**src/rtl/alu_muldiv_seq_if.sv**
```systemverilog
// rtl/alu_muldiv_seq_if.sv - request/result and shared-ALU signal bundle for alu_muldiv_seq
interface alu_muldiv_seq_if #(
  parameter int WIDTH = 64
);
  logic             start;
  logic             op;
  logic [WIDTH-1:0] operand_a;
  logic [WIDTH-1:0] operand_b;
  logic [WIDTH-1:0] alu_a;
  logic [WIDTH-1:0] alu_b;
  logic [2:0]       alu_ctrl;
  logic [WIDTH-1:0] alu_result;
  logic             alu_cout;
  logic             busy;
  logic             done;
  logic [WIDTH-1:0] result_lo;
  logic [WIDTH-1:0] result_hi;
  logic             div_by_zero;

  // slave is the sequencer; master is the CPU side, which also owns the shared ALU
  modport slave (
    input  start, op, operand_a, operand_b, alu_result, alu_cout,
    output alu_a, alu_b, alu_ctrl, busy, done, result_lo, result_hi, div_by_zero
  );

  modport master (
    output start, op, operand_a, operand_b, alu_result, alu_cout,
    input  alu_a, alu_b, alu_ctrl, busy, done, result_lo, result_hi, div_by_zero
  );
endinterface

```
**src/rtl/alu_muldiv_seq.sv**
```systemverilog
// rtl/alu_muldiv_seq.sv - shift-add multiply / restoring divide sequencer over a shared external ALU
module alu_muldiv_seq #(
  parameter int         WIDTH   = 64,
  parameter logic [2:0] ALU_ADD = 3'b010,
  parameter logic [2:0] ALU_SUB = 3'b011
) (
  input  logic            clk,
  input  logic            reset,
  alu_muldiv_seq_if.slave bus
);
  localparam int CW = $clog2(WIDTH);

  localparam logic [1:0] S_IDLE = 2'd0;
  localparam logic [1:0] S_MUL  = 2'd1;
  localparam logic [1:0] S_DIV  = 2'd2;
  localparam logic [1:0] S_DONE = 2'd3;

  logic [1:0]       state;
  logic [CW-1:0]    cnt;
  // shared working registers: acc/rem, mcand/quo, mplier/dvs
  logic [WIDTH-1:0] acc_rem;
  logic [WIDTH-1:0] mcand_quo;
  logic [WIDTH-1:0] mplier_dvs;
  logic [WIDTH-1:0] res_lo;
  logic [WIDTH-1:0] res_hi;
  logic             dbz;

  logic [WIDTH-1:0] acc_rem_n;
  logic [WIDTH-1:0] mcand_quo_n;
  logic [WIDTH-1:0] mplier_dvs_n;
  logic [WIDTH-1:0] shifted;
  logic [WIDTH-1:0] alu_a;
  logic [WIDTH-1:0] alu_b;
  logic [2:0]       alu_ctrl;
  logic             ge;
  logic             last;
  logic             accept;

  assign shifted = {acc_rem[WIDTH-2:0], mcand_quo[WIDTH-1]};
  // rem MSB set means the 65-bit shifted value already exceeds any divisor
  assign ge      = acc_rem[WIDTH-1] | bus.alu_cout;
  assign last    = (cnt == CW'(WIDTH - 1));
  assign accept  = bus.start & ((state == S_IDLE) | (state == S_DONE));

  always_comb begin
    alu_a        = '0;
    alu_b        = '0;
    alu_ctrl     = ALU_ADD;
    acc_rem_n    = acc_rem;
    mcand_quo_n  = mcand_quo;
    mplier_dvs_n = mplier_dvs;
    case (state)
      S_MUL: begin
        alu_a        = acc_rem;
        alu_b        = mcand_quo;
        alu_ctrl     = ALU_ADD;
        if (mplier_dvs[0]) acc_rem_n = bus.alu_result;
        mcand_quo_n  = mcand_quo << 1;
        mplier_dvs_n = mplier_dvs >> 1;
      end
      S_DIV: begin
        alu_a       = shifted;
        alu_b       = mplier_dvs;
        alu_ctrl    = ALU_SUB;
        acc_rem_n   = ge ? bus.alu_result : shifted;
        mcand_quo_n = {mcand_quo[WIDTH-2:0], ge};
      end
      default: ;
    endcase
  end

  always_ff @(posedge clk) begin
    if (reset) begin
      state      <= S_IDLE;
      cnt        <= '0;
      acc_rem    <= '0;
      mcand_quo  <= '0;
      mplier_dvs <= '0;
      res_lo     <= '0;
      res_hi     <= '0;
      dbz        <= 1'b0;
    end else begin
      case (state)
        S_IDLE, S_DONE: begin
          state <= S_IDLE;
          if (accept) begin
            cnt     <= '0;
            dbz     <= 1'b0;
            acc_rem <= '0;
            if (!bus.op) begin
              mcand_quo  <= bus.operand_a;
              mplier_dvs <= bus.operand_b;
              state      <= S_MUL;
            end else if (bus.operand_b != '0) begin
              mcand_quo  <= bus.operand_a;
              mplier_dvs <= bus.operand_b;
              state      <= S_DIV;
            end else begin
              res_lo <= '1;
              res_hi <= bus.operand_a;
              dbz    <= 1'b1;
              state  <= S_DONE;
            end
          end
        end
        S_MUL, S_DIV: begin
          acc_rem    <= acc_rem_n;
          mcand_quo  <= mcand_quo_n;
          mplier_dvs <= mplier_dvs_n;
          cnt        <= cnt + CW'(1);
          if (last) begin
            cnt    <= '0;
            state  <= S_DONE;
            res_lo <= (state == S_MUL) ? acc_rem_n : mcand_quo_n;
            res_hi <= (state == S_MUL) ? '0 : acc_rem_n;
          end
        end
        default: state <= S_IDLE;
      endcase
    end
  end

  assign bus.alu_a       = alu_a;
  assign bus.alu_b       = alu_b;
  assign bus.alu_ctrl    = alu_ctrl;
  assign bus.busy        = (state == S_MUL) | (state == S_DIV);
  assign bus.done        = (state == S_DONE);
  assign bus.result_lo   = res_lo;
  assign bus.result_hi   = res_hi;
  assign bus.div_by_zero = dbz;
endmodule
```
**src/flat_wrapper.sv**
```systemverilog
// flat-port wrapper written by rule: the top's interface ports become plain ports
module alu_muldiv_seq_flat 
#(
  parameter int         WIDTH   = 64,
  parameter logic [2:0] ALU_ADD = 3'b010,
  parameter logic [2:0] ALU_SUB = 3'b011
)
  (clk, reset, bus_start, bus_op, bus_operand_a, bus_operand_b, bus_alu_result, bus_alu_cout, bus_alu_a, bus_alu_b, bus_alu_ctrl, bus_busy, bus_done, bus_result_lo, bus_result_hi, bus_div_by_zero);
  alu_muldiv_seq_if #(.WIDTH(WIDTH)) bus_i ();
  input  logic clk;
  input  logic reset;
  input wire logic [$bits(bus_i.start)-1:0] bus_start;
  input wire logic [$bits(bus_i.op)-1:0] bus_op;
  input wire logic [$bits(bus_i.operand_a)-1:0] bus_operand_a;
  input wire logic [$bits(bus_i.operand_b)-1:0] bus_operand_b;
  input wire logic [$bits(bus_i.alu_result)-1:0] bus_alu_result;
  input wire logic [$bits(bus_i.alu_cout)-1:0] bus_alu_cout;
  output wire logic [$bits(bus_i.alu_a)-1:0] bus_alu_a;
  output wire logic [$bits(bus_i.alu_b)-1:0] bus_alu_b;
  output wire logic [$bits(bus_i.alu_ctrl)-1:0] bus_alu_ctrl;
  output wire logic [$bits(bus_i.busy)-1:0] bus_busy;
  output wire logic [$bits(bus_i.done)-1:0] bus_done;
  output wire logic [$bits(bus_i.result_lo)-1:0] bus_result_lo;
  output wire logic [$bits(bus_i.result_hi)-1:0] bus_result_hi;
  output wire logic [$bits(bus_i.div_by_zero)-1:0] bus_div_by_zero;
  assign bus_i.start = bus_start;
  assign bus_i.op = bus_op;
  assign bus_i.operand_a = bus_operand_a;
  assign bus_i.operand_b = bus_operand_b;
  assign bus_i.alu_result = bus_alu_result;
  assign bus_i.alu_cout = bus_alu_cout;
  assign bus_alu_a = bus_i.alu_a;
  assign bus_alu_b = bus_i.alu_b;
  assign bus_alu_ctrl = bus_i.alu_ctrl;
  assign bus_busy = bus_i.busy;
  assign bus_done = bus_i.done;
  assign bus_result_lo = bus_i.result_lo;
  assign bus_result_hi = bus_i.result_hi;
  assign bus_div_by_zero = bus_i.div_by_zero;
  alu_muldiv_seq #(.WIDTH(WIDTH), .ALU_ADD(ALU_ADD), .ALU_SUB(ALU_SUB)) u_core (.clk(clk), .reset(reset), .bus(bus_i));
endmodule
```
**config.mk**
```make
export PLATFORM = sky130hd
export DESIGN_NAME = alu_muldiv_seq_flat
export DESIGN_NICKNAME = d
export VERILOG_FILES = /design/src/rtl/alu_muldiv_seq_if.sv /design/src/rtl/alu_muldiv_seq.sv /design/src/flat_wrapper.sv
export SDC_FILE = /design/constraint.sdc
export NUM_CORES = 1
export LEC_CHECK = 0
export CORE_UTILIZATION = 55
export DETAILED_ROUTE_END_ITERATION = 8
export DONT_BUFFER_PORTS = 1
export PLACE_DENSITY_LB_ADDON = 0.2
export SKIP_CTS_REPAIR_TIMING = 1
export SYNTH_ARGS = -nofsm -noshare
export SYNTH_HDL_FRONTEND = slang
export SYNTH_SLANG_ARGS = --single-unit
```
**constraint.sdc**
```tcl
create_clock -name clk -period 3 [get_ports clk]
set_input_delay 0.3 -clock clk [delete_from_list [all_inputs] [get_ports clk]]
set_output_delay 0.3 -clock clk [all_outputs]
set_load 0.005 [all_outputs]
```
Word-level counts from Yosys, hierarchy flattened:

Index checks and enable logic that the tools add are counted.

* equality and inequality tests: 10
* bitwise gates (word level): 4
* reduce and logical (&&, ||, !) cells: 8
* multiplexer cells: 40
* add/subtract/negate cells: 1

Operators with widths (number)
* 64-bit two-way mux: 20
* 64-bit case mux with 2 select lines: 9
* 64-bit nonzero test: 1
* 6-bit two-way mux: 2
* 6-bit case mux with 2 select lines: 1
* 6-bit by 1-bit adder with 6-bit output (second input constant): 1
* 6-bit == test (second input constant): 1
* 2-bit two-way mux: 3
* 2-bit by 1-bit inequality test with 1-bit output (second input constant): 3
* 2-bit == test (second input constant): 2
* 1-bit two-way mux: 4
* 2-bit inequality test (second input constant): 2
* 2-bit case mux with 2 select lines: 1
* 2-bit AND reduction: 2
* 4-bit AND reduction: 1
* 2-bit OR reduction: 2
* 3-bit by 2-bit inequality test with 1-bit output (second input constant): 1
* 1-bit bitwise OR: 3
* 3-bit AND reduction: 1
* 2-bit by 1-bit == test with 1-bit output (second input constant): 1
* 2-bit zero test: 1
* 1-bit bitwise AND: 1

* logic and storage cells: 71
* bits in registers: 329
* bits of input ports: 197
* output and inout bits: 262

Depth between registers and ports, before layout:

* depth in word-level cells: 6
* mapped depth: 10
* mapped depth without buffers: 7

Worst setup path before layout:

Ideal clock, no wire load.

* kind: input to register
* from: in bus_operand_b[3]
* to: reg u_core.mcand_quo[11]
* data required time: 2.879 ns
* library setup time: 0.121 ns
* stages: 6
* arrival: 2.141 ns
* buffers on the path: 1
* path slack: 0.739 ns
* cell sequence: nor4_1 > nand4_1 > or4_1 > o21ai_4 > buf_4 > mux2_2

* word-level cells in the longest chain between the ends: 3

Ends and longest elaborated chain
* from (decl): line flat_wrapper.sv:15 `input wire logic [$bits(bus_i.operand_b)-1:0] bus_operand_b;`
* 64-bit nonzero test: line alu_muldiv_seq.sv:94 `end else if (bus.operand_b != '0) begin`
* 3-bit by 2-bit inequality test with 1-bit output (no source line)
* 2-bit AND reduction (no source line)
* to (signal assigned): line alu_muldiv_seq.sv:91 `mcand_quo <= bus.operand_a;`
* to (signal assigned): line alu_muldiv_seq.sv:95 `mcand_quo <= bus.operand_a;`
* to (signal assigned): line alu_muldiv_seq.sv:108 `mcand_quo <= mcand_quo_n;`
* to (decl): line alu_muldiv_seq.sv:22 `logic [WIDTH-1:0] mcand_quo;`

No other way between the ends.
A chain may end at the register's enable or synchronous reset.

Worst setup path in the final report:

* from: reg u_core.state[0]
* to: out bus_alu_a[32]

* word-level cells in the longest chain between the ends: 2

Ends and longest elaborated chain
* from (decl): line alu_muldiv_seq.sv:18 `logic [1:0] state;`
* from (signal assigned): line alu_muldiv_seq.sv:74 `state <= S_IDLE;`
* from (signal assigned): line alu_muldiv_seq.sv:85 `state <= S_IDLE;`
* from (signal assigned): line alu_muldiv_seq.sv:93 `state <= S_MUL;`
* 2-bit == test / 2-bit by 1-bit == test with 1-bit output (equally long branches): line alu_muldiv_seq.sv:52 `case (state)`
* 64-bit case mux with 2 select lines (*): line alu_muldiv_seq.sv:52
* to (decl): line flat_wrapper.sv:18 `output wire logic [$bits(bus_i.alu_a)-1:0] bus_alu_a;`

Every way passes the cells marked *; elsewhere a longest branch is shown, timed or not.

==> impl_results.md <==
- Worst setup SP type: register
- Yosys warns: 0
- Largest delay contributor family on the critical path: buffers and inverters
- Highest clock rate: 347.4 MHz
- Post-synth ARST share: 0%
- Register area share after synthesis: 36.13%
- Gate Count Post-Synth: 2048
- Pwr Density: 1146 nW/um^2
- Area growth syn-to-layout: 13.01%
- Max_slew headroom: 44.28%
- Total core area: 32540 um^2
- Chip Height: 184.1 um
- Die Area: 33880 um^2
- Detailed-route via count: 17070
- Mapped cell area: 18230 um^2
- Tot GR Track Use: 35.48%
- Ports: 459
- Post-layout min period: 2.879 ns
- Clock tree buffer depth: 3
- Vias/cell: 6.951
- Final cycle utilization of the critical path: 95.96%
- Final setup viols: 0
- Multi-input logic area: 10610 um^2
- First-pass GRT wire length: 93.75 mm
- Layout cell share with drive strength beyond 1: 18.93%
- Critical path buffers and inverters: 3
- H-tree lvl count: 2
- Most common cell after layout, fill and taps aside: dfxtp_1
- Slew Limit Fails: 0
- Initial Utilization: 56.03%
- Final hold vios: 0
- Largest net degree at the start of global routing: 395
- Net Count, Synth: 2249
- Clock latency on the worst-skew pair: 0.53 ns
- Yosys cell types: 43
- Final Skew: 0.01386 ns
- Root Buffer: clkbuf_16
- DPL Wire Length: 41.26 mm
- DRT Pass-1 Iters: 7
- Placer Congestion: 0.8825
- Crit Path Class: reg -> out
- Remaining DRCs: 0
- Initial antenna violation count: 0
- Gr ovfl total: 0
- Row count: 66
- Worst vdd ir: 0.8349 mV
- Worst Tran Pin Value: 0.8358 ns
- Data arrival, critical path: 2.58 ns
- Port Buffers: 0
- Worst Setup SP: u_core.state[0]$_SDFFE_PP0N_
- Worst Setup End Kind: primary output
- Max Cap Viol: 0
- Setup TNS: 0 ns
- Outcome: complete, no violations
- Vias in the first global route: 15470
- Net count of the finished layout: 2189
- Worst-path clk slew: 0.06 ns
- Routed WL per cell: 26.97 um
- Overall Power: 23.60 mW
- Number of buffers created by CTS: 37
- Most frequent cells in the layout: 328 x dfxtp_1, 205 x nor2_1, 196 x nand2_1
- Hold path start: bus_start
- Worst path required time: 2.70 ns
- Post-route ant nets: 0
- CTS tree: built
- CTS sink cnt: 329
- Drt initial violations: 1576
- Die Width: 184.1 um
- Final wirelength: 66.21 mm
- RSZ-0062 raised after global routing: no
- Filler instances: 2779
- Number of synthesized flops with an enable pin: 0
- CP Cell Sequence: inv_1 > ha_4 > buf_6 > nor2b_4 > buf_12 > a22o_1
- Register area: 6590 um^2
- Antenna Cells: 0
- Main flop type after synthesis: dfxtp_1
- Static leakage: 7.432 nW
- Max incr delay on CP: 0.44 ns
- Worst r2r src: u_core.state[0]$_SDFFE_PP0N_
- Hold Path Class: in -> reg
- Worst-path fanout max: 63
- CP max-delay cell: ha_4
- FF+latch count, synth: 329
- Avg Cell Area, Syn: 8.902 um^2
[state kept, by name, indices dropped and copies added, names as in the netlist]
| name | flops |
|---|---|
| u_core.acc_rem | 64 |
| u_core.bus.div_by_zero | 1 |
| u_core.bus.result_hi | 64 |
| u_core.bus.result_lo | 64 |
| u_core.cnt | 6 |
| u_core.mcand_quo | 64 |
| u_core.mplier_dvs | 64 |
| u_core.state | 2 |
[synth_stat cells (2+ instances only)]
| master | n | area (um^2) |
|---|---|---|
| dfxtp_1 | 329 | 6586 |
| nor2_1 | 209 | 784.5 |
| nand2_1 | 197 | 739.5 |
| clkbuf_1 | 191 | 716.9 |
| mux2_2 | 184 | 2072 |
| a22o_1 | 128 | 1121 |
| a211oi_1 | 127 | 953.4 |
| a21oi_1 | 70 | 350.3 |
| inv_1 | 70 | 262.8 |
| a221oi_1 | 65 | 569.3 |
| nor2b_1 | 65 | 406.6 |
| mux2i_1 | 64 | 640.6 |
| a2bb2oi_1 | 63 | 551.8 |
| o221a_2 | 63 | 709.4 |
| o22a_1 | 63 | 551.8 |
| o31a_1 | 62 | 543.0 |
| nor4_1 | 16 | 100.1 |
| buf_2 | 13 | 65.06 |
| buf_1 | 12 | 45.04 |
| buf_4 | 8 | 60.06 |
| mux2_1 | 7 | 78.83 |
| o21ai_0 | 7 | 35.03 |
| ha_1 | 4 | 50.05 |
| nand4_1 | 4 | 25.02 |
| a22oi_1 | 3 | 22.52 |
| a311oi_1 | 3 | 26.28 |
| and3_1 | 2 | 12.51 |
| conb_1 | 2 | 7.510 |
| nand2b_1 | 2 | 12.51 |
| or3_1 | 2 | 12.51 |
[logic make-up (layout without fill, tap and decap cells)]
| kind of cell | after synthesis | count (layout) | share of synthesized area, % |
|---|---|---|---|
| DFF | 329 | 329 | 36.13 |
| and+or+nand+nor | 502 | 502 | 11.71 |
| adders and majority gates | 4 | 4 | 0.2745 |
| AOI/OAI and AO/OA | 662 | 662 | 30.23 |
| buffers and inverters | 294 | 259 | 6.307 |
| muxes | 255 | 255 | 15.31 |
| other | 2 | 2 | 0.04119 |
[routing by layer]
layer  up-vias  GRT usage [%]  wire length (um)
li1       7533              -                 -
met1      8321          43.52             25640
met2      1017          56.29             30300
met3       194          10.95              7183
met4         0          17.30              3089
met5         -              0                 0
[worst register-to-register path, cell delays in order (launching register included)]
cell	delay, ns
dfxtp_1	0.40
inv_1	0.11
ha_4	0.44
a31oi_1	0.09
buf_4	0.18
nor2_4	0.16
buf_12	0.30
buf_4	0.46
a211oi_1	0.13
a211oi_1	0.27
[metrics by stage]
step                      utilization, %  setup slack [ns]  hold slack (ns)  cell area [um^2]  std cells
final                              63.32            0.1212          0.01870             20600       2455
after detailed placement           57.38            0.1329           0.3978             18670       2321
after global placement             57.38            0.1402           0.3978             18670       2321
after floorplan                        -            0.7386           0.4439             18230       2048
after global routing               63.32           0.07098          0.01606             20600       2455
after CTS                          60.96           0.02293          -0.1436             19830       2385
[layout make-up]
type / count / share of cell area (%)
Timing Repair Buffer: 125 / 6.899
Multi-Input combinational cell: 1425 / 51.51
Inverter: 70 / 1.275
Tap cell: 442 / 2.684
Clock inverter: 11 / 0.4251
Clock buffer: 53 / 5.223
Sequential cell: 329 / 31.99
[report_power, final]
| group | internal (mW) | switching, mW | total [mW] | leakage [nW] |
|---|---|---|---|---|
| Sequential | 6.06 | 1.73 | 7.78 | 2.70 |
| Combinational | 4.56 | 6.82 | 11.4 | 4.15 |
| Clock | 2.58 | 1.86 | 4.44 | 0.583 |
| Total | 13.2 | 10.4 | 23.6 | 7.43 |
[path summary, 6_finish.rpt]
check,depth (start not counted),end,slack (ns)
max reg2reg,9,u_core.bus.result_hi[61]$_SDFFE_PP0P_,0.39
min,3,u_core.bus.div_by_zero$_SDFFE_PP0P_,0.02
max,6,bus_alu_a[32],0.12
min reg2reg,2,u_core.bus.result_lo[26]$_SDFFE_PP0P_,0.49
(Power assumes the default switching activity.)
